### config.mk
export PLATFORM = sky130hd
export DESIGN_NAME = mem_port_arbiter
export DESIGN_NICKNAME = d
export VERILOG_FILES = /design/src/rtl/mem_port_arbiter.sv
export SDC_FILE = /design/constraint.sdc
export NUM_CORES = 1
export LEC_CHECK = 0
export ABC_AREA = 1
export CAP_MARGIN = 20
export CORE_ASPECT_RATIO = 0.5
export CORE_UTILIZATION = 35
export CTS_CLUSTER_SIZE = 30
export DETAILED_ROUTE_END_ITERATION = 6
export PLACE_DENSITY = 0.73
export SLEW_MARGIN = 20
export SYNTH_ARGS = -nofsm -noshare
export SYNTH_HDL_FRONTEND = slang
export SYNTH_SLANG_ARGS = --single-unit
### constraint.sdc
create_clock -name clk -period 2.35 [get_ports clk]
set_clock_uncertainty 0.15 [all_clocks]
set_input_delay 0.47 -clock clk [delete_from_list [all_inputs] [get_ports clk]]
set_output_delay 0.47 -clock clk [all_outputs]
set_load 0.01 [all_outputs]
### src/rtl/mem_port_arbiter.sv
//============================================================================
// Module   : mem_port_arbiter
// Purpose  : Serialises IF and LS accesses onto one fixed-latency SRAM port.
//            Optional wait-cycle counters are built when MEM_ARB_PERF_EN is defined.
// Revision : 1.0 - initial release
//============================================================================
`default_nettype none

module mem_port_arbiter #(
  parameter int ADDR_W = 16,
  parameter int RD_LAT = 1
) (
  input  logic              clk,
  input  logic              rst_n,
  input  logic              if_req,
  input  logic [ADDR_W-1:0] if_addr,
  output logic [31:0]       if_rdata,
  output logic              if_rvalid,
  output logic              if_stall,
  input  logic              ls_req,
  input  logic              ls_we,
  input  logic [ADDR_W-1:0] ls_addr,
  input  logic [31:0]       ls_wdata,
  input  logic [3:0]        ls_bmask,
  output logic [31:0]       ls_rdata,
  output logic              ls_rvalid,
  output logic              ls_stall,
  output logic              sram_ce,
  output logic              sram_we,
  output logic [ADDR_W-3:0] sram_addr,
  output logic [31:0]       sram_wdata,
  output logic [3:0]        sram_bmask,
  input  logic [31:0]       sram_rdata,
  output logic [31:0]       perf_if_wait,
  output logic [31:0]       perf_ls_wait
);

  typedef enum logic [1:0] {
    S_IDLE  = 2'd0,
    S_ISSUE = 2'd1,
    S_WAIT  = 2'd2,
    S_RESP  = 2'd3
  } state_t;

  state_t            r_state;
  state_t            w_next;
  logic              r_own_ls;
  logic              r_we;
  logic [1:0]        r_cnt;
  logic              r_sram_ce;
  logic              r_sram_we;
  logic [ADDR_W-3:0] r_sram_addr;
  logic [31:0]       r_sram_wdata;
  logic [3:0]        r_sram_bmask;
  logic [31:0]       r_if_rdata;
  logic [31:0]       r_ls_rdata;
  logic              r_if_rvalid;
  logic              r_ls_rvalid;

  logic w_grant;
  logic w_store;
  logic w_capture;
  logic w_unused;

  assign w_grant   = (r_state == S_IDLE) && (ls_req || if_req);
  assign w_store   = ls_req && ls_we;
  assign w_capture = (r_state == S_WAIT) && (r_cnt == 2'd0);
  assign w_unused  = ^{if_addr[1:0], ls_addr[1:0]};

  always_ff @(posedge clk) begin
    if (rst_n) r_state <= S_IDLE;
    else       r_state <= w_next;
  end

  always_comb begin
    w_next = r_state;
    case (r_state)
      S_IDLE:  if (ls_req || if_req) w_next = S_ISSUE;
      S_ISSUE: w_next = (r_own_ls && r_we) ? S_RESP : S_WAIT;
      S_WAIT:  if (r_cnt == 2'd0) w_next = S_RESP;
      S_RESP:  w_next = S_IDLE;
      default: w_next = S_IDLE;
    endcase
  end

  always_ff @(posedge clk) begin
    if (rst_n) begin
      r_own_ls     <= 1'b0;
      r_we         <= 1'b0;
      r_cnt        <= 2'd0;
      r_sram_ce    <= 1'b0;
      r_sram_we    <= 1'b0;
      r_sram_addr  <= '0;
      r_sram_wdata <= 32'h0;
      r_sram_bmask <= 4'h0;
      r_if_rdata   <= 32'h0;
      r_ls_rdata   <= 32'h0;
      r_if_rvalid  <= 1'b0;
      r_ls_rvalid  <= 1'b0;
    end else begin
      // SRAM strobes are loaded on grant so they are live only during ISSUE
      r_sram_ce    <= 1'b0;
      r_sram_we    <= 1'b0;
      r_sram_addr  <= '0;
      r_sram_wdata <= 32'h0;
      r_sram_bmask <= 4'h0;
      r_if_rvalid  <= 1'b0;
      r_ls_rvalid  <= 1'b0;

      if (w_grant) begin
        r_own_ls     <= ls_req;
        r_we         <= w_store;
        r_sram_ce    <= 1'b1;
        r_sram_we    <= w_store;
        r_sram_addr  <= ls_req ? ls_addr[ADDR_W-1:2] : if_addr[ADDR_W-1:2];
        r_sram_wdata <= w_store ? ls_wdata : 32'h0;
        r_sram_bmask <= w_store ? ls_bmask : 4'hF;
      end

      if (r_state == S_ISSUE) begin
        r_cnt <= 2'(RD_LAT - 1);
        if (r_own_ls && r_we) r_ls_rvalid <= 1'b1;
      end else if ((r_state == S_WAIT) && (r_cnt != 2'd0)) begin
        r_cnt <= r_cnt - 2'd1;
      end

      // A fetch whose request has gone away by capture time is a flushed one
      if (w_capture) begin
        if (r_own_ls) begin
          r_ls_rdata  <= sram_rdata;
          r_ls_rvalid <= 1'b1;
        end else if (if_req) begin
          r_if_rdata  <= sram_rdata;
          r_if_rvalid <= 1'b1;
        end
      end
    end
  end

  assign sram_ce    = r_sram_ce;
  assign sram_we    = r_sram_we;
  assign sram_addr  = r_sram_addr;
  assign sram_wdata = r_sram_wdata;
  assign sram_bmask = r_sram_bmask;
  assign if_rdata   = r_if_rdata;
  assign ls_rdata   = r_ls_rdata;
  assign if_rvalid  = r_if_rvalid;
  assign ls_rvalid  = r_ls_rvalid;
  assign if_stall   = if_req && !r_if_rvalid;
  assign ls_stall   = ls_req && !r_ls_rvalid;

`ifdef MEM_ARB_PERF_EN
  logic [31:0] r_perf_if;
  logic [31:0] r_perf_ls;

  always_ff @(posedge clk) begin
    if (rst_n) begin
      r_perf_if <= 32'h0;
      r_perf_ls <= 32'h0;
    end else begin
      if (if_stall) r_perf_if <= r_perf_if + 32'd1;
      if (ls_stall) r_perf_ls <= r_perf_ls + 32'd1;
    end
  end

  assign perf_if_wait = r_perf_if;
  assign perf_ls_wait = r_perf_ls;
`else
  assign perf_if_wait = 32'h0;
  assign perf_ls_wait = 32'h0;
`endif

endmodule

`default_nettype wire

==> metrics.md <==
| Metric | Value |
|---|---|
| Status | finished, violations left |
| Failing checks | design-rule violations |
| First-pass GRT wire length | 19,340 um |
| Area Overhead vs Synth | 59.75% |
| R2R setup slack | between 500 and 600 ps |
| Starting Density | between 30% and 40% |
| Initial antenna violation count | 0 |
| Final slew viol count | 0 |
| Top Ports | between 200 and 300 |
| Syn_area_per_cell | between 8 and 9 um2 |
| RD Place Congestion | 0.7922 |
| DRC Markers | 16 |
| P_sw | 0.001756 W |
| Cts-stage hold buffer count | 0 |
| Normalized max-slew margin | a little under two thirds |
| Clock buffer depth | 2 |
| Largest cells by area after synthesis | dfxtp_1, buf_4, nor2_1 |
| Share of the synthesized area in the top cell type | 53.02% |
| Synth Register Bits | approximately 120 |
| Clk Tree Root Cell | clkbuf_16 |
| Fin Hold WS | 289.9 ps |
| Final ANT Viol Nets | 0 |
| PwrDens | 904.9 nW/um2 |
| H-tree levels | 4 |
| Commonest cells post-synth | dfxtp_1, nor2_1, inv_1 |
| GR Overflow Total | 0 |
| Critical path class | in2out |
| Largest net degree at the start of global routing | 67 |
| Core box area | roughly 13,000 um2 |
| Layout cells sized above 1 | slightly above 6% |
| Cells after DPL | 945 |
| Worst Path Required | 1730 ps |
| Worst Setup EP | ls_stall |
| Post-synth top area cell | dfxtp_1 |
| Fin cells | 977 |
| Die area | 13,870 um2 |
| HPWL Detailed | 8878 um |
| Routed WL per cell | 12.67 um |
| Clock group share of total power | 42.5% |
| Worst slew pin tran | 548.8 ps |
| Die Span Y | 83.79 um |
| Synth Cell Area | ~4700 um2 |
| Die Wd | approximately 170 um |
| Worst Setup Start Kind | input pin |
| WL final | between 10,000 and 15,000 um |
| Initial DRT Pass Iterations | 6 |
| Sequential share of power | 36.5% |
| Leakage | 3.103 nW |
| Postcts setup bufs | 0 |
| Period utilization | around 96% |
| Async SR Flop Fraction | 0% |
| Final Critical Period | 2251 ps |
| Port bufs | 220 |
| Skew-Pair Late Insertion Delay | 400 ps |
| TritonCTS Buffers | 17 |
| Synth unique cells | 21 |
| Nets | 904 |
| Critical Path AT | 1630 ps |
| Via count | 4,143 |
| RSZ-0062 raised after global routing | false |
| Hold Path Class | reg2reg |
| Reg clk slew, reported paths | 50 ps |
| VDD IR max | between 0.4 and 0.5 mV |
| Count leader, synth | dfxtp_1 |
| # setup viols final | 0 |
| Critical path capture point type | output pin |
| Synth Flop Type | dfxtp_1 |
| # rows | 29 |
| Max_cap viols | 0 |
| Synth Instances | 575 |
| Crit. Startpoint | ls_req |
| Reg2reg end | if_rdata[11] |
| Max FO, Critical Path | 2 |
| Via density | 4.241 |
| Vias in the first global route | around 3,900 |
| Yosys warns | 0 |
| Net Sw Frac | 25.95% |
| Combinational share of power | 21.0% |
| Worst reg2reg path startpoint | r_state[0] |
| ANT cells | 0 |
| DRT iter0 DRCs | 198 |
| Number of synthesized flops with an enable pin | 0 |
| CTS Sinks | 124 |
| Internal Power | 0.005012 W |
| GRT Overall Usage | 18.03% |
| Post-CTS Resized | 0 |
| Finished Core Util | 58.23% |
| Reg2reg path depth | 6 |
| Hold Vio Cnt, Final | 0 |
| CTS tree | built |
| Seq/Total Area, Yosys | around 53% |
| Sum Neg Setup Slack | 0 ps |
| Fmax | 444.2 MHz |
[area by class of cell]
class	instances	area, um2
Fill cell	1080	5365
Tap cell	170	212.7
Sequential cell	124	2482
Inverter	77	289.0
Clock inverter	14	216.5
Multi-Input combinational cell	345	1533
Timing Repair Buffer	229	2307
Clock buffer	18	439.2
[state kept, by name, indices dropped and copies added (netlist names)]
signal,count
sram_we,1
sram_wdata,32
r_we,1
if_rvalid,1
if_rdata,32
sram_ce,1
r_state,2
ls_rvalid,1
sram_bmask,4
r_cnt,2
ls_rdata,32
sram_addr,14
r_own_ls,1
[per-stage QoR]
step	total power, W	worst slack (ps)	instance area, um2
after detailed placement	0.003935	97.97	6824
after global placement	0.003899	117.1	6824
final	0.006768	98.67	7480
after floorplan	0.003226	714.2	4918
after CTS	0.006827	97.97	7480
after global routing	0.007075	30.39	7480
[power by group through the flow]
stage | clock, W | sequential (W) | combinational [W]
2_1_floorplan | 0 | 0.00263 | 0.000599
3_3_place_gp | 0 | 0.00251 | 0.00139
3_5_place_dp | 0 | 0.00252 | 0.00142
4_1_cts | 0.00292 | 0.00247 | 0.00143
5_1_grt | 0.00302 | 0.00251 | 0.00155
6_report | 0.00288 | 0.00247 | 0.00142
[layout by cell type, fill, tap and decap left out, types with 2 or more instances in the layout]
cell	n
clkdlybuf4s50_1	220
dfxtp_1	124
nor2_1	110
inv_1	76
o21ai_0	65
conb_1	64
a21oi_1	46
nand2_1	37
clkbuf_16	17
nand3_1	6
buf_4	6
a21oi_2	5
ha_1	5
bufinv_16	5
clkinvlp_4	4
buf_12	3
clkinv_4	2
clkinv_2	2
[worst min path at each step]
stage                        end  cells past startpoint          from
floorplan               r_cnt[0]                      2      r_cnt[0]
global placement    ls_rdata[28]                      2  ls_rdata[28]
detailed placement  ls_rdata[12]                      2  ls_rdata[12]
CTS                 ls_rdata[11]                      2  ls_rdata[11]
global route        ls_rdata[14]                      2  ls_rdata[14]
finish              ls_rdata[11]                      2  ls_rdata[11]
[worst max-delay path, cell delays in order]
cell             delay (ps)
clkdlybuf4s50_1         480
inv_1                    60
nor2_1                   80
clkdlybuf4s50_1         540
[layer usage]
metal | global-route usage (%) | up-vias | share of wire, % | wire, um
met3 | 3.775 | 28 | 5.3 | 653
met2 | 31.97 | 148 | 52 | 6380
met1 | 20.12 | 1883 | 40 | 4971
met5 | 0 | - | 0 | 0
met4 | 9.669 | 0 | 3.0 | 370
li1 | - | 2084 | - | -
[cell families after synthesis]
group	share of synthesized area (%)
AOI/OAI and AO/OA	13.23
adders and majority gates	1.336
buffers and inverters	19.40
DFF	53.02
other	0.08009
and+or+nand+nor	12.93
Note: power is estimated with default switching activity, not from simulation.
